[config.mk]
export PLATFORM = sky130hd
export DESIGN_NAME = pe_row_wb_tx
export DESIGN_NICKNAME = d
export VERILOG_FILES = /design/src/rtl/diff_core_pkg.sv /design/src/rtl/pe_row_wb_tx_fifo.sv /design/src/rtl/pe_row_wb_tx.sv
export SDC_FILE = /design/constraint.sdc
export NUM_CORES = 1
export LEC_CHECK = 0
export ABC_AREA = 0
export BUFFER_PORTS_ARGS = -buffer_cell sky130_fd_sc_hd__buf_4
export CAP_MARGIN = 10
export CORE_UTILIZATION = 40
export DETAILED_ROUTE_END_ITERATION = 8
export PLACE_DENSITY_LB_ADDON = 0.25
export SYNTH_ARGS = -nofsm -noshare
export SYNTH_HDL_FRONTEND = slang
export SYNTH_SLANG_ARGS = --single-unit
[constraint.sdc]
create_clock -name clk -period 6.37 [get_ports clk]
set_clock_uncertainty 0.15 [all_clocks]
set_input_delay 1.274 -clock clk [delete_from_list [all_inputs] [get_ports clk]]
set_output_delay 1.274 -clock clk [all_outputs]
set_load 0.05 [all_outputs]
[src/rtl/diff_core_pkg.sv]
// Shared definitions for the diff core write-back path.
//
// Contents:
//   CONF_GUARD_W  outputs covered by one guard word
//   wb_state_e    write-back transmitter FSM encoding
//   wb_requant    round-half-up arithmetic right shift, optional ReLU, and
//                 saturation to signed 8 bits
package diff_core_pkg;

  localparam int CONF_GUARD_W = 6;

  typedef enum logic [1:0] {
    WB_IDLE  = 2'd0,
    WB_RUN   = 2'd1,
    WB_DRAIN = 2'd2
  } wb_state_e;

  // The caller sign-extends the accumulator to 32 bits. The arithmetic is
  // done one bit wider than that, so the rounding add can never overflow for
  // any accumulator width up to 32.
  function automatic logic signed [7:0] wb_requant(
    input logic signed [31:0] acc,
    input logic        [3:0]  shift,
    input logic               relu
  );
    logic signed [32:0] wide;
    logic signed [32:0] rnd;
    logic signed [32:0] r;
    wide = {acc[31], acc};
    rnd  = 33'sd1 <<< (shift - 4'd1);
    if (shift == 4'd0) r = wide;
    else               r = (wide + rnd) >>> shift;
    if (relu && (r < 33'sd0)) r = 33'sd0;
    if (r > 33'sd127)         return 8'sh7f;
    else if (r < -33'sd128)   return 8'sh80;
    else                      return r[7:0];
  endfunction

endpackage

[src/rtl/pe_row_wb_tx_fifo.sv]
// wb_sync_fifo: single-clock FIFO carrying the quantized output bytes.
//
// Ports:
//   clk, rst     core clock, asynchronous active-high reset
//   push, din    write an entry (ignored when full)
//   pop          drop the head entry (ignored when empty)
//   dout         head entry, reads as 0 while empty
//   count        registered occupancy
//   full, empty  derived from the registered occupancy
module wb_sync_fifo #(
  parameter int W     = 8,
  parameter int DEPTH = 4
) (
  input  logic                       clk,
  input  logic                       rst,
  input  logic                       push,
  input  logic [W-1:0]               din,
  input  logic                       pop,
  output logic [W-1:0]               dout,
  output logic [$clog2(DEPTH):0]     count,
  output logic                       full,
  output logic                       empty
);

  localparam int AW = $clog2(DEPTH);

  logic [W-1:0]  mem [DEPTH];
  logic [AW-1:0] wr_ptr_q, wr_ptr_d;
  logic [AW-1:0] rd_ptr_q, rd_ptr_d;
  logic [AW:0]   count_q, count_d;
  logic          push_ok, pop_ok;

  assign full    = (count_q == (AW+1)'(DEPTH));
  assign empty   = (count_q == '0);
  assign push_ok = push && !full;
  assign pop_ok  = pop && !empty;
  assign count   = count_q;
  assign dout    = empty ? '0 : mem[rd_ptr_q];

  always_comb begin
    wr_ptr_d = wr_ptr_q;
    rd_ptr_d = rd_ptr_q;
    count_d  = count_q;
    if (push_ok) wr_ptr_d = wr_ptr_q + 1'b1;
    if (pop_ok)  rd_ptr_d = rd_ptr_q + 1'b1;
    if (push_ok && !pop_ok)      count_d = count_q + 1'b1;
    else if (!push_ok && pop_ok) count_d = count_q - 1'b1;
  end

  always_ff @(posedge clk or posedge rst) begin
    if (rst) begin
      wr_ptr_q <= '0;
      rd_ptr_q <= '0;
      count_q  <= '0;
    end else begin
      wr_ptr_q <= wr_ptr_d;
      rd_ptr_q <= rd_ptr_d;
      count_q  <= count_d;
    end
  end

  // Storage needs no reset: nothing is visible until the pointers say so.
  always_ff @(posedge clk) begin
    if (push_ok) mem[wr_ptr_q] <= din;
  end

endmodule

[src/rtl/pe_row_wb_tx.sv]
// pe_row_wb_tx: write-back transmitter at the bottom of one PE row.
// It requantizes accumulator results to 8 bits, queues them for the fm
// buffer, and builds one nonzero guard map for every GUARD_W outputs.
//
// Build option: WB_ZERO_SKIP_EN -- results that quantize to 0 are left out of
// the fm stream. Their guard bit (0) is then the only record of them.
//
// Ports:
//   clk, rst                    core clock, asynchronous active-high reset
//   start, cfg_shift, cfg_relu_en   begin a row; cfg is latched in IDLE
//   acc_valid/acc_ready/acc_data/acc_last   accumulator input stream
//   fm_write_back_data(_o_valid), fm_buf_ready   quantized output stream
//   guard_o(_valid), guard_buf_ready             guard word stream
//   busy        FSM is not idle
//   row_done    one-cycle pulse on the DRAIN -> IDLE transition
//   dbg_state   current FSM state (wb_state_e encoding)
//
// Handshake: each stream transfers on a rising edge where valid and ready are
// both high. A source keeps valid and its data stable until that transfer.
// acc_ready does not look at acc_valid.
module pe_row_wb_tx
  import diff_core_pkg::*;
#(
  parameter int ACC_W         = 20,
  parameter int WB_FIFO_DEPTH = 4,
  parameter int GUARD_W       = CONF_GUARD_W
) (
  input  logic               clk,
  input  logic               rst,
  input  logic               start,
  input  logic [3:0]         cfg_shift,
  input  logic               cfg_relu_en,
  input  logic               acc_valid,
  output logic               acc_ready,
  input  logic [ACC_W-1:0]   acc_data,
  input  logic               acc_last,
  output logic [7:0]         fm_write_back_data,
  output logic               fm_write_back_data_o_valid,
  input  logic               fm_buf_ready,
  output logic [GUARD_W-1:0] guard_o,
  output logic               guard_o_valid,
  input  logic               guard_buf_ready,
  output logic               busy,
  output logic               row_done,
  output logic [1:0]         dbg_state
);

  localparam logic [1:0] S_IDLE  = 2'(WB_IDLE);
  localparam logic [1:0] S_RUN   = 2'(WB_RUN);
  localparam logic [1:0] S_DRAIN = 2'(WB_DRAIN);
  localparam int         GCW     = $clog2(GUARD_W);

  logic [1:0]           state_q, state_d;
  logic [3:0]           shift_q, shift_d;
  logic                 relu_q, relu_d;
  logic [GCW-1:0]       gcnt_q, gcnt_d;
  logic [GUARD_W-1:0]   shadow_q, shadow_d;
  logic [GUARD_W-1:0]   guard_q, guard_d;
  logic                 guard_valid_q, guard_valid_d;

  logic                 accept, group_end, guard_stall, nz, push;
  logic [GUARD_W-1:0]   word;
  logic signed [31:0]   acc_ext;
  logic [7:0]           q;
  logic [$clog2(WB_FIFO_DEPTH):0] fifo_count;
  logic                 fifo_full, fifo_empty;

  assign acc_ext   = {{(32-ACC_W){acc_data[ACC_W-1]}}, acc_data};
  assign q         = wb_requant(acc_ext, shift_q, relu_q);
  assign nz        = (q != 8'd0);
  assign group_end = (gcnt_q == GCW'(GUARD_W-1)) || acc_last;

  // Only the beat that would complete a guard word has to wait for the
  // previous word; every other beat only touches the shadow map.
  assign guard_stall = guard_valid_q && !guard_buf_ready && group_end;
  assign acc_ready   = (state_q == S_RUN) && !fifo_full && !guard_stall;
  assign accept      = acc_valid && acc_ready;

`ifdef WB_ZERO_SKIP_EN
  assign push = accept && nz;
`else
  assign push = accept;
`endif

  wb_sync_fifo #(.W(8), .DEPTH(WB_FIFO_DEPTH)) u_fifo (
    .clk   (clk),
    .rst   (rst),
    .push  (push),
    .din   (q),
    .pop   (fm_buf_ready),
    .dout  (fm_write_back_data),
    .count (fifo_count),
    .full  (fifo_full),
    .empty (fifo_empty)
  );

  always_comb begin
    state_d       = state_q;
    shift_d       = shift_q;
    relu_d        = relu_q;
    gcnt_d        = gcnt_q;
    shadow_d      = shadow_q;
    guard_d       = guard_q;
    guard_valid_d = guard_valid_q && !guard_buf_ready;
    word          = shadow_q;
    word[gcnt_q]  = nz;
    case (state_q)
      S_IDLE: begin
        if (start) begin
          state_d  = S_RUN;
          shift_d  = cfg_shift;
          relu_d   = cfg_relu_en;
          gcnt_d   = '0;
          shadow_d = '0;
        end
      end
      S_RUN: begin
        if (accept) begin
          if (group_end) begin
            // Bits above gcnt are still clear in the shadow, so a short
            // final group comes out zero-padded.
            guard_d       = word;
            guard_valid_d = 1'b1;
            shadow_d      = '0;
            gcnt_d        = '0;
          end else begin
            shadow_d = word;
            gcnt_d   = gcnt_q + 1'b1;
          end
          if (acc_last) state_d = S_DRAIN;
        end
      end
      S_DRAIN: begin
        if (fifo_empty && !guard_valid_q) state_d = S_IDLE;
      end
      default: state_d = S_IDLE;
    endcase
  end

  always_ff @(posedge clk or posedge rst) begin
    if (rst) begin
      state_q       <= S_IDLE;
      shift_q       <= '0;
      relu_q        <= 1'b0;
      gcnt_q        <= '0;
      shadow_q      <= '0;
      guard_q       <= '0;
      guard_valid_q <= 1'b0;
    end else begin
      state_q       <= state_d;
      shift_q       <= shift_d;
      relu_q        <= relu_d;
      gcnt_q        <= gcnt_d;
      shadow_q      <= shadow_d;
      guard_q       <= guard_d;
      guard_valid_q <= guard_valid_d;
    end
  end

  assign fm_write_back_data_o_valid = !fifo_empty;
  assign guard_o       = guard_valid_q ? guard_q : '0;
  assign guard_o_valid = guard_valid_q;
  assign busy          = (state_q != S_IDLE);
  assign row_done      = (state_q == S_DRAIN) && fifo_empty && !guard_valid_q;
  assign dbg_state     = state_q;

endmodule

==> results.md <==
Floorplanning
• 15,100 um2 — total die area
• 41.6% — starting utilization of the core area
• 123 um — die boundary width
• 123 um — die height
• 14,000 um2 — placeable core region
• 53 — Ports
• 43 — Cell Rows

Setup path
• 17 — Crit path depth
• 520 ps — minimum setup slack among reg-to-reg paths
• sky130_fd_sc_hd__inv_1 — most numerous cell on the critical path
• sky130_fd_sc_hd__nor2_1 — critical path's slowest cell
• 6260 ps — Req. time, crit path
• shift_q[0] — Setup crit start
• register — critical path startpoint category
• 32 — maximum net fanout on the critical path
• buf_4 -> nor2_1 -> nand2_1 -> inv_1 -> ha_1 -> a211oi_4 -> o211ai_4 -> a21oi_4 -> xnor2_1 -> mux4_2 -> and2_0 -> a221o_1 -> o211a_1 -> nor4b_4 -> a31oi_4 -> a21oi_2 -> inv_1 — critical path, cell by cell
• 17 — worst r2r path cells
• 640 ps — slowest stage delay, CP
• u_fifo.mem[3][1] — reg-to-reg critical path endpoint
• shift_q[0] — FF-to-FF Start
• 5740 ps — CP Data Arrival Time
• u_fifo.mem[3][1] — end point of the critical path
• register — Worst Setup End Kind
• 3 — buffers plus inverters on the worst setup path
• compound AO/OA/AOI/OAI gates — cell type group with the largest total delay on the critical path
• reg -> reg — path type of the worst setup path

Timing
• 5850 ps — Final Critical Period
• no — RSZ-0062 raised after global routing
• 48.3% — worst max-slew margin expressed relative to the limit
• 0 — Hold Vio Cnt, Final
• 0 — pins over their slew limit
• 91.8% — final critical-path share of the clock period
• 171 MHz — Fmax
• 0 — final setup violation count
• 773 ps — worst-margin pin slew
• 0 ps — Setup TNS

Finish
• 16.2% — Area Overhead vs Synth
• 906 — number of non-filler instances in the completed layout
• 3880 um2 — area taken by multi-input logic gates
• 0 — number of diodes added for antenna fixing
• 1710 um2 — FF/Latch Area
• 778 — Net count, final
• 1,333 — Filler Cells Inserted
• sky130_fd_sc_hd__buf_4 — commonest non-fill, non-tap cell in the layout
• 48.3% — share of the core filled with cells in the final layout
• sky130_fd_sc_hd__buf_4, sky130_fd_sc_hd__nand2_1, sky130_fd_sc_hd__nor2_1 — leading cell types in the layout, fill and taps excluded
• 18.9% — share of cells above drive strength 1

Clock network
• 0 — post-CTS setup buffers
• 3 — number of H-tree branching levels
• 9 — number of buffers created by CTS
• 50 ps — Worst-path clk slew
• yes — TritonCTS clock tree
• 0 — post-CTS sizing
• 0 — Hold-fix buffers, CTS
• 320 ps — Clock Latency Late Sink
• 2 — largest buffer count on any clock path
• 62 — clock net sink count
• sky130_fd_sc_hd__clkbuf_16 — CTS root buf

GRT
• 26.8% — global-route usage over all layers
• 30.9 mm — global-route wire length before repair
• 0 — initial antenna violation count
• 0 — grt total ovfl
• 5,605 — number of global-route vias before repair
• 33 — maximum number of pins on one net before global-route repair

Power and ir drop
• 546 nW/um2 — pwr dens
• 2.68 nW — static leakage power
• 0.218 mV — Peak VDD IR

Placement
• 1.02 — Placer Congestion
• 52 — port buffer count
• 15.3 mm — Detail Placement HPWL
• 890 — placed cell count

Synth
• 62 — synthesized flop and latch total
• 5840 um2 — Post-Synthesis Cell Area
• 92 — Unique masters post-synth
• 730 — Net Count, Synth
• 32 — Post-synth EDFFs
• 48.4% — Async SR Flop Fraction
• sky130_fd_sc_hd__edfxtp_1 — ys flop type
• 8.67 um2 — average size of a mapped cell
• 29.3% — portion of the post-synthesis area used by sequential elements
• 0 — number of warnings issued by yosys
• 673 — cells after synthesis

Drt
• 0 — DRC violations left
• 6.48 — post-detailed-route via-to-cell ratio
• 660 — Detailed Route Iter0 Violations
• 5 — DRT Pass-1 Iters
• 5,869 — vias
• 0 — residual antenna-violating net count after detailed routing
• 19.5 mm — wirelength, routed
• 21.5 um — average wire length per cell after detail routing

Hold path
• shadow_q[0] — startpoint of the most critical hold path
• reg -> reg — type of the tightest min-delay check
• 2 — hold-critical path depth

Status
• finished, final reports clean — status

Job
• 0 — max-cap violation count

==> worst min-delay path by stage <==
| stage | end | slack, ps |
|---|---|---|
| global route | u_fifo.count[2] | 370 |
| global placement | shadow_q[0] | 310 |
| detailed placement | u_fifo.count[2] | 340 |
| CTS | u_fifo.count[2] | 350 |
| finish | shadow_q[0] | 340 |
| floorplan | shadow_q[0] | 300 |
==> layer usage <==
| layer | wire [um] | global-route usage (%) | vias up | share of wire, % |
|---|---|---|---|---|
| li1 | - | - | 2688 | - |
| met1 | 8340 | 36.8 | 2787 | 43 |
| met2 | 8650 | 41.0 | 333 | 44 |
| met3 | 1860 | 5.76 | 61 | 9.6 |
| met4 | 636 | 9.91 | 0 | 3.3 |
| met5 | 0 | 0 | - | 0 |
==> worst register-to-register path, cell delays in order (launching register included) <==
cell	delay [ps]
sky130_fd_sc_hd__dfrtp_1	470
sky130_fd_sc_hd__buf_4	300
sky130_fd_sc_hd__nor2_1	650
sky130_fd_sc_hd__nand2_1	230
sky130_fd_sc_hd__inv_1	240
sky130_fd_sc_hd__ha_1	310
sky130_fd_sc_hd__a211oi_4	350
sky130_fd_sc_hd__o211ai_4	170
sky130_fd_sc_hd__a21oi_4	290
sky130_fd_sc_hd__xnor2_1	210
sky130_fd_sc_hd__mux4_2	510
sky130_fd_sc_hd__and2_0	160
sky130_fd_sc_hd__a221o_1	280
sky130_fd_sc_hd__o211a_1	280
sky130_fd_sc_hd__nor4b_4	310
sky130_fd_sc_hd__a31oi_4	200
sky130_fd_sc_hd__a21oi_2	330
sky130_fd_sc_hd__inv_1	140
==> power by group <==
part	total, mW	internal (mW)	switching [mW]	leakage (nW)
Sequential	0.678	0.565	0.113	0.654
Clock	0.514	0.352	0.163	0.150
Combinational	2.51	0.890	1.62	1.88
==> stage by stage <==
stage,setup slack [ps],power (mW),area (um2),hold WS [ps]
floorplan,1410,2.41,5840,299
global placement,750,3.12,6460,314
detailed placement,664,3.13,6460,338
CTS,646,3.66,6780,348
global route,242,3.94,6780,374
finish,524,3.70,6780,344
==> kinds of logic after synthesis <==
group,synth area share (%)
compound gates,30.6
xor+xnor,2.70
fa+ha+maj,5.62
buf+inv,4.24
flops,29.3
mux,5.90
simple gates,21.6
==> area by class of cell <==
type | count | share of cell area [%]
Timing Repair Buffer | 75 | 8.30
Sequential cell | 62 | 25.2
Clock inverter | 4 | 1.05
Tap cell | 180 | 3.32
Multi-Input combinational cell | 550 | 57.2
Clock buffer | 12 | 3.63
Inverter | 23 | 1.27
==> synth_stat cells (4+ instances only) <==
library cell,n,area [um2]
sky130_fd_sc_hd__a211oi_1,10,75.1
sky130_fd_sc_hd__a21o_1,13,97.6
sky130_fd_sc_hd__a21oi_1,22,110
sky130_fd_sc_hd__a21oi_2,5,43.8
sky130_fd_sc_hd__a221oi_1,5,43.8
sky130_fd_sc_hd__a22oi_1,7,52.6
sky130_fd_sc_hd__a31oi_1,14,87.6
sky130_fd_sc_hd__and2_1,19,119
sky130_fd_sc_hd__and3_1,14,87.6
sky130_fd_sc_hd__and4_1,5,43.8
sky130_fd_sc_hd__buf_1,5,18.8
sky130_fd_sc_hd__buf_2,9,45.0
sky130_fd_sc_hd__clkbuf_1,22,82.6
sky130_fd_sc_hd__dfrtp_1,30,751
sky130_fd_sc_hd__edfxtp_1,32,961
sky130_fd_sc_hd__ha_1,23,288
sky130_fd_sc_hd__inv_1,22,82.6
sky130_fd_sc_hd__mux2_2,7,78.8
sky130_fd_sc_hd__mux2i_1,4,40.0
sky130_fd_sc_hd__mux4_2,10,225
sky130_fd_sc_hd__nand2_1,72,270
sky130_fd_sc_hd__nand2b_1,6,37.5
sky130_fd_sc_hd__nand3_1,21,105
sky130_fd_sc_hd__nand4_1,6,37.5
sky130_fd_sc_hd__nor2_1,59,221
sky130_fd_sc_hd__nor3_1,14,70.1
sky130_fd_sc_hd__nor3b_1,4,30.0
sky130_fd_sc_hd__o2111ai_1,4,35.0
sky130_fd_sc_hd__o211a_1,6,60.1
sky130_fd_sc_hd__o211ai_1,13,97.6
sky130_fd_sc_hd__o21a_1,5,37.5
sky130_fd_sc_hd__o21ai_0,39,195
sky130_fd_sc_hd__o21ai_1,15,75.1
sky130_fd_sc_hd__o221ai_1,11,96.3
sky130_fd_sc_hd__o22ai_1,5,31.3
sky130_fd_sc_hd__or2_2,4,25.0
sky130_fd_sc_hd__or3_1,11,68.8
sky130_fd_sc_hd__xnor2_1,10,87.6
sky130_fd_sc_hd__xor2_1,8,70.1
==> flip-flops by register name (all words and copies together) (netlist names) <==
name / count
dbg_state: 2
gcnt_q: 3
guard_o_valid: 1
guard_q: 6
relu_q: 1
shadow_q: 6
shift_q: 4
u_fifo.count: 3
u_fifo.mem: 32
u_fifo.rd_ptr_q: 2
u_fifo.wr_ptr_q: 2
Power figures use the tool's default switching activity.
